**config.mk**
```make
export PLATFORM = sky130hd
export DESIGN_NAME = lu_arbiter
export DESIGN_NICKNAME = d
export VERILOG_FILES = /design/src/rtl/lu_arbiter.sv
export SDC_FILE = /design/constraint.sdc
export NUM_CORES = 1
export LEC_CHECK = 0
export BUFFER_PORTS_ARGS = -buffer_cell sky130_fd_sc_hd__buf_2
export CORE_UTILIZATION = 50
export DETAILED_ROUTE_END_ITERATION = 12
export HOLD_SLACK_MARGIN = 0.02
export PLACE_DENSITY = 0.82
export SYNTH_ARGS = -nofsm -noshare
export SYNTH_HDL_FRONTEND = slang
export SYNTH_SLANG_ARGS = --single-unit
```
**constraint.sdc**
```tcl
create_clock -name tukli -period 2.4 [get_ports tukli]
set_clock_uncertainty 0.2 [all_clocks]
set_input_delay 0.48 -clock tukli [delete_from_list [all_inputs] [get_ports tukli]]
set_output_delay 0.48 -clock tukli [all_outputs]
set_load 0.02 [all_outputs]
```
**src/rtl/lu_arbiter.sv**
```systemverilog
// Arbiter sharing one registered AND-OR logic unit among N_REQ requesters.
// Define LU_ARB_RR_EN for round-robin arbitration; otherwise fixed priority (lowest index wins).
module lu_arbiter #(
  parameter int N_REQ = 4,
  parameter int ID_W  = 2,
  parameter int CNT_W = 8
) (
  input  logic             tukli,
  input  logic             rst,
  input  logic [N_REQ-1:0] req,
  input  logic [N_REQ-1:0] op_a,
  input  logic [N_REQ-1:0] op_b,
  input  logic [N_REQ-1:0] op_c,
  output logic [N_REQ-1:0] gnt,
  output logic             lu_a,
  output logic             lu_b,
  output logic             lu_c,
  input  logic             lu_y,
  input  logic             lu_z,
  output logic             resp_valid,
  output logic [ID_W-1:0]  resp_id,
  output logic             resp_y,
  output logic             resp_z,
  output logic             busy,
  output logic [CNT_W-1:0] issue_cnt
);

  typedef struct packed {
    logic            vld;
    logic [ID_W-1:0] id;
  } stage_t;

  stage_t           s1;
  stage_t           s2;
  logic             win_vld;
  logic [ID_W-1:0]  win_id;
  logic [N_REQ-1:0] win_oh;

`ifdef LU_ARB_RR_EN
  logic [ID_W-1:0]  ptr;

  // Search starts just after the last winner and wraps modulo N_REQ.
  always_comb begin
    int cand;
    // NOTE: every variable gets a default before any branch, so no latch is inferred.
    win_vld = 1'b0;
    win_id  = '0;
    cand    = 0;
    for (int i = 1; i <= N_REQ; i++) begin
      cand = int'(ptr) + i;
      if (cand >= N_REQ) cand = cand - N_REQ;
      if (!win_vld && ((req >> cand) & N_REQ'(1)) != '0) begin
        win_vld = 1'b1;
        win_id  = ID_W'(cand);
      end
    end
  end
`else
  always_comb begin
    win_vld = 1'b0;
    win_id  = '0;
    for (int i = 0; i < N_REQ; i++) begin
      if (!win_vld && ((req >> i) & N_REQ'(1)) != '0) begin
        win_vld = 1'b1;
        win_id  = ID_W'(i);
      end
    end
  end
`endif

  assign win_oh = win_vld ? (N_REQ'(1) << win_id) : '0;
  assign busy   = s1.vld | s2.vld;

  // NOTE: sequential state uses non-blocking assignments so every register samples pre-edge values.
  always_ff @(posedge tukli) begin
    if (rst) begin
      gnt        <= '0;
      lu_a       <= 1'b0;
      lu_b       <= 1'b0;
      lu_c       <= 1'b0;
      s1         <= '0;
      s2         <= '0;
      resp_valid <= 1'b0;
      resp_id    <= '0;
      resp_y     <= 1'b0;
      resp_z     <= 1'b0;
      issue_cnt  <= '0;
`ifdef LU_ARB_RR_EN
      ptr        <= ID_W'(N_REQ - 1);
`endif
    end else begin
      gnt    <= win_oh;
      s1.vld <= win_vld;
      s1.id  <= win_id;
      s2     <= s1;
      if (win_vld) begin
        lu_a      <= |(op_a & win_oh);
        lu_b      <= |(op_b & win_oh);
        lu_c      <= |(op_c & win_oh);
        issue_cnt <= issue_cnt + CNT_W'(1);
`ifdef LU_ARB_RR_EN
        ptr       <= win_id;
`endif
      end
      // The unit is unreset; only sample it when a tracked operation is due.
      resp_valid <= s2.vld;
      if (s2.vld) begin
        resp_id <= s2.id;
        resp_y  <= lu_y;
        resp_z  <= lu_z;
      end
    end
  end

  a_gnt_onehot : assert property (@(posedge tukli) disable iff (rst) $onehot0(gnt));
  a_busy_resp  : assert property (@(posedge tukli) disable iff (rst) gnt != '0 |-> busy);

endmodule

```
==> results of run 1 <==
[metrics by stage]
stage               worst slack (ns)  area (sq um)    util  std cells  power [W]
floorplan                     0.6345          1049       -        109  0.0005398
global placement              0.4885          1245  0.6346        169  0.0005751
detailed placement            0.4807          1245  0.6346        169  0.0005786
CTS                           0.5094          1281  0.6531        173  0.0007905
global route                  0.4730          1281  0.6531        173  0.0008227
finish                        0.5341          1281  0.6531        173  0.0007795
[power by group through the flow]
stage	logic, W	registers (W)	clock network [W]
6_report	0.000106	0.000462	0.000212
3_3_place_gp	0.000104	0.000471	0
2_1_floorplan	0.0000527	0.000487	0
5_1_grt	0.000116	0.000466	0.000241
3_5_place_dp	0.000107	0.000472	0
4_1_cts	0.000107	0.000463	0.000221
[registers in the layout, summed over array words and instances, names as in the netlist]
| name | cells |
|---|---|
| gnt | 4 |
| resp_valid | 1 |
| s2 | 3 |
| resp_y | 1 |
| resp_id | 2 |
| lu_b | 1 |
| issue_cnt | 8 |
| lu_a | 1 |
| resp_z | 1 |
| lu_c | 1 |
| s1 | 3 |
[final cells by class]
cell class | instances | area (sq um) | area share
well taps | 27 | 33.78 | 0.02637
inverters | 2 | 7.507 | 0.005859
flip-flops and latches | 26 | 520.5 | 0.4062
repair buffers | 40 | 200.2 | 0.1562
multi-input cells | 74 | 483.0 | 0.3770
clock buffers | 4 | 36.28 | 0.02832
[worst register-to-register path, cell delays in order, from the launching register on]
cell and delay (ns):
dfxtp_1 0.41, ha_1 0.18, inv_1 0.07, or4_1 0.51, a21oi_1 0.15
[worst paths after layout]
| path | startpoint | endpoint | slack, ns |
|---|---|---|---|
| max reg2reg | issue_cnt[0] | issue_cnt[6] | 0.83 |
| min reg2reg | s1[0] | s2[0] | 0.26 |
| max | s2[2] | busy | 0.53 |
| min | lu_y | resp_y | 0.22 |
[layer usage]
layer  vias up  part of all wire
li1        462                 -
met1       393              0.47
met2        27              0.49
met3         2             0.040
met4         0            0.0041
met5         -                 0
[Yosys cell counts (2+ instances only)]
cell type / instances
a21oi_1: 10
or3_1: 3
nand3_1: 2
clkbuf_1: 2
nor3_1: 2
dfxtp_1: 26
nor2_1: 10
o31ai_1: 3
or4_1: 4
mux2i_1: 4
buf_2: 3
or2_2: 2
nor2b_1: 7
and3b_1: 2
inv_1: 2
nand2b_1: 4
o21ai_0: 3
nand2_1: 4
a2111oi_0: 2
[logic make-up after synthesis]
kind of cell | share of synthesized area
compound gates | 0.1528
xor+xnor | 0.008355
fa+ha+maj | 0.01193
buf+inv | 0.04296
flops | 0.4964
mux | 0.03819
simple gates | 0.2494
==> out/metrics.cfg, run 1 <==
[outcome]
status = finished clean

[clock_tree]
post_cts_buffers = 0
clockRootBuffer = clkbuf_4
path_clk_slew_ns = 0.13
insertion_delay_ns = 0.30
cts_tree = done
clock-sinks = 26
clockBufferDepth = 2
numCtsBuffers = 3
cts_hold_buf = 0
cts_resized = 0
htreeDepth = 1

[hold_path]
min_path_cells = 3
hp-class = primary input to flop

[power_and_ir_drop]
peakVddDrop_uv = 395.5
p_int_w = 0.0005873
p_leak_nw = 0.5629
pwr-share-comb = 0.136
cellPowerDensity_mw_per_mm2 = 608.4
pwr-share-clk = 0.271
p_switching_w = 0.0001923
seqPwrFrac = 0.593
switching_share = 0.2466

[run]
maxCapViolCount = 0

[drt]
drt_wl_total_mm = 1.952
final_antenna_net_count = 0
drt-initial-drc-count = 3
viasPerCell = 5.110
firstDrtPassIters = 4
wl_per_cell_microns = 11.28
drcViolationCount = 0
vias = 884

[synth]
synthFlopType = dfxtp_1
syn_inst = 109
synth-edff-count = 0
async_reset_ff_frac = 0
ys_top_cells_by_area = dfxtp_1, a21oi_1, nor2b_1
syn-cell-area_sq_mm = 0.001049
ys_ff_latch = 26
ys_types = 33
yosys_warnings = 0
syn-num-nets = 130
yosysTopAreaCell = dfxtp_1
synth_top_area_frac = 0.4964
ys_seq_area_frac = 0.4964
synth.avg_cell_area_sq_um = 9.619

[finish]
final_common_cell = buf_2
fill_cells = 185
num_antenna_cells = 0
layout.nets = 168
area_growth_pct = 22.20
final_cell_mix = buf_2, dfxtp_1, nor2_1, a21oi_1, nor2b_1
drive_above_1_share = 0.3425

[global_routing]
antenna_found_initial = 0
grt-ovfl-total = 0
grt_usage = 0.1732
grt_max_degree = 24
grt_pass1_vias = 708
gr-max-usage-layer = met2
grt_pass1_wl_mm = 2.835
use_met2 = 0.2865
grt_use_met3 = 0.03396
use_met1 = 0.2365

[critical_path]
path_class = flop to output port
reg2regPathDepth = 4
path_cells = or2_2, buf_2
path_delay_family = flip-flops
start_kind = flop
crit_path_end_kind = output port
crit_fanout = 6
cp.buffers_inverters = 1
arrival_ns = 1.19
path_depth = 2
cp_slowest_stage_delay_ns = 0.41
cp_data_required_time_ns = 1.72
worst_path_max_delay_cell = dfxtp_1

[timing]
setup_viol = 0
fin_hold_ws_ns = 0.2163
fin_crit_sh = 0.7775
fin_tns_setup_ns = 0
relSlewSlack = 0.6049
period_needed_ns = 1.866
max_freq_mhz = 535.9
final_hold_viol_count = 0
tightest_slew_ns = 0.5862
maxSlewViolCount = 0
rsz0062_at_grt = false

[floorplanning]
initial_core_util = 0.5344
ios = 41
die_area_sq_mm = 0.002284
die_x_microns = 47.80
num_rows = 16
coreArea_sq_mm = 0.001962
fp.dieH_microns = 47.80

[placed_design]
io_buffers = 40
gp_congestion = 0.7137
hpwl_mm = 1.434

(Power assumes the default switching activity.)
==> inputs of run 2 (changes only) <==
CORE_UTILIZATION = 46   (was 50)
PLACE_DENSITY = 0.76   (was 0.82)
clock period = 1.85 ns   (was 2.4 ns; I/O delays follow)
==> out/metrics.cfg, run 2 (synthesis gave the netlist of run 1 again) <==
[outcome]
status = finished clean

[drt]
firstDrtPassIters = 4  ; unchanged
dr.max_layer_used = met4
final_antenna_net_count = 0  ; unchanged
wl_met3_microns = 117  ; +50%
wl_met1_microns = 894  ; -2.2%
vias = 928  ; +5.0%
drcViolationCount = 0  ; unchanged
drt_wl_total_mm = 1.966  ; +0.72%
viasPerCell = 5.243  ; +2.6%
wl_met2_microns = 923  ; -2.8%
drt-initial-drc-count = 14  ; +11
wl_per_cell_microns = 11.11  ; -1.6%

[global_routing]
grt_pass1_vias = 784  ; +11%
grt_usage = 0.1727  ; -0.0004397
grt_pass1_wl_mm = 3.243  ; +14%
grt-ovfl-total = 0  ; unchanged
antenna_found_initial = 0  ; unchanged
grt_max_degree = 17  ; -29%

[run]
maxCapViolCount = 0  ; unchanged

[floorplanning]
die_x_microns = 49.74  ; +4.1%
ios = 41  ; unchanged
die_area_sq_mm = 0.002474  ; +8.3%
coreArea_sq_mm = 0.002042  ; +4.1%
fp.dieH_microns = 49.74  ; +4.1%
num_rows = 16  ; unchanged
initial_core_util = 0.5135  ; -0.02096

[timing]
period_needed_ns = 1.754
rsz0062_at_grt = false
fin_crit_sh = 0.9481
final_hold_viol_count = 0  ; unchanged
relSlewSlack = 0.6707  ; +0.06574
maxSlewViolCount = 0  ; unchanged
tightest_slew_ns = 0.4899  ; -0.09627 ns
setup_viol = 0  ; unchanged
fin_tns_setup_ns = 0  ; unchanged
max_freq_mhz = 570.1

[critical_path]
cp_slowest_stage_delay_ns = 0.41  ; about the same
cp_data_required_time_ns = 1.28  ; -0.44 ns
rr_endpoint = issue_cnt[7]
reg2regPathDepth = 4  ; unchanged
regToRegSetupSlack_ns = 0.23  ; -0.60 ns
start_kind = flop
worst_path_max_delay_cell = dfxtp_1
path_class = flop to output port
crit_fanout = 6  ; unchanged
arrival_ns = 1.18  ; about the same
crit_path_end_kind = output port
r2r-start = issue_cnt[2]
path_cells = or2_2, buf_2

[clock_tree]
clock-sinks = 26  ; unchanged
post_cts_buffers = 0  ; unchanged
cts_hold_buf = 0  ; unchanged
numCtsBuffers = 3  ; unchanged
clockBufferDepth = 2  ; unchanged
cts_tree = done
clockRootBuffer = clkbuf_4
cts_resized = 0  ; unchanged
insertion_delay_ns = 0.31  ; about the same
path_clk_slew_ns = 0.12  ; about the same
htreeDepth = 1  ; unchanged

[power_and_ir_drop]
peakVddDrop_uv = 347.8  ; -12%
cellPowerDensity_mw_per_mm2 = 742.7  ; +22%
p_leak_nw = 0.5791  ; +2.9%

[finish]
reg.largest.list = issue_cnt (8), gnt (4)
largest_reg_flops = 8  ; unchanged
drive_above_1_share = 0.3600  ; +0.01753
fill_cells = 189  ; +2.2%
area_growth_pct = 24.46
num_antenna_cells = 0  ; unchanged
final_cell_mix = buf_2, dfxtp_1, nor2_1, a21oi_1, nor2b_1
largest_register = issue_cnt
final_common_cell = buf_2
layout.nets = 173  ; +3.0%
final_cell_count_no_fill = 177  ; +2.3%

[placed_design]
gp_congestion = 0.7897  ; +11%
dp.cells = 174  ; +3.0%
hpwl_mm = 1.568  ; +9.3%
io_buffers = 40  ; unchanged

[hold_path]
min_path_cells = 3  ; unchanged
hold_end = resp_y
hold_path.startpoint = lu_y
hp-class = primary input to flop

run 2: final cells by class:
type,instances,area [sq um],share of cell area
clock buffers,3,22.52,0.01726
well taps,27,33.78,0.02589
multi-input cells,74,483.0,0.3701
repair buffers,45,237.7,0.1822
flip-flops and latches,26,520.5,0.3988
inverters,2,7.507,0.005753
run 2: worst max path at each step:
stage,from,end,slack [ns],cells past startpoint
detailed placement,req[1],lu_c,0.11,4
floorplan,req[1],lu_c,0.19,5
CTS,s2[2],busy,0.08,2
global placement,req[1],lu_c,0.14,4
finish,s2[2],busy,0.1,2
global route,s2[2],busy,0.04,2
run 2: power breakdown:
group | leakage, nW | switching, W | internal (W)
registers | 0.213 | 0.0000163 | 0.000584
logic | 0.352 | 0.0000818 | 0.0000653
clock network | 0.0138 | 0.000146 | 0.0000761
total | 0.579 | 0.000244 | 0.000725
run 2: layer usage:
layer,vias up,global-route usage
met2,31,0.2928
met1,418,0.2077
li1,474,-
met3,5,0.04012
met5,-,0
met4,0,0.07143
run 2: through the flow:
step                        util  hold WS (ns)  area (sq um)  total power, W  worst slack [ns]
final                     0.6391       0.09367          1305       0.0009692           0.09602
after global routing      0.6391       0.09836          1305        0.001023           0.03682
after CTS                 0.6391       0.09910          1305       0.0009791           0.08108
after detailed placement  0.6281        0.2253          1282       0.0007608            0.1096
after global placement    0.6281        0.2196          1282       0.0007562            0.1413
after floorplan                -        0.2138          1049       0.0007003            0.1945
run 2: worst max-delay path: cells and delay by family, from the launching register on:
kind                   cells  cell delay, ns
buffers and inverters      1            0.16
DFF                        1            0.41
and+or+nand+nor            1            0.31
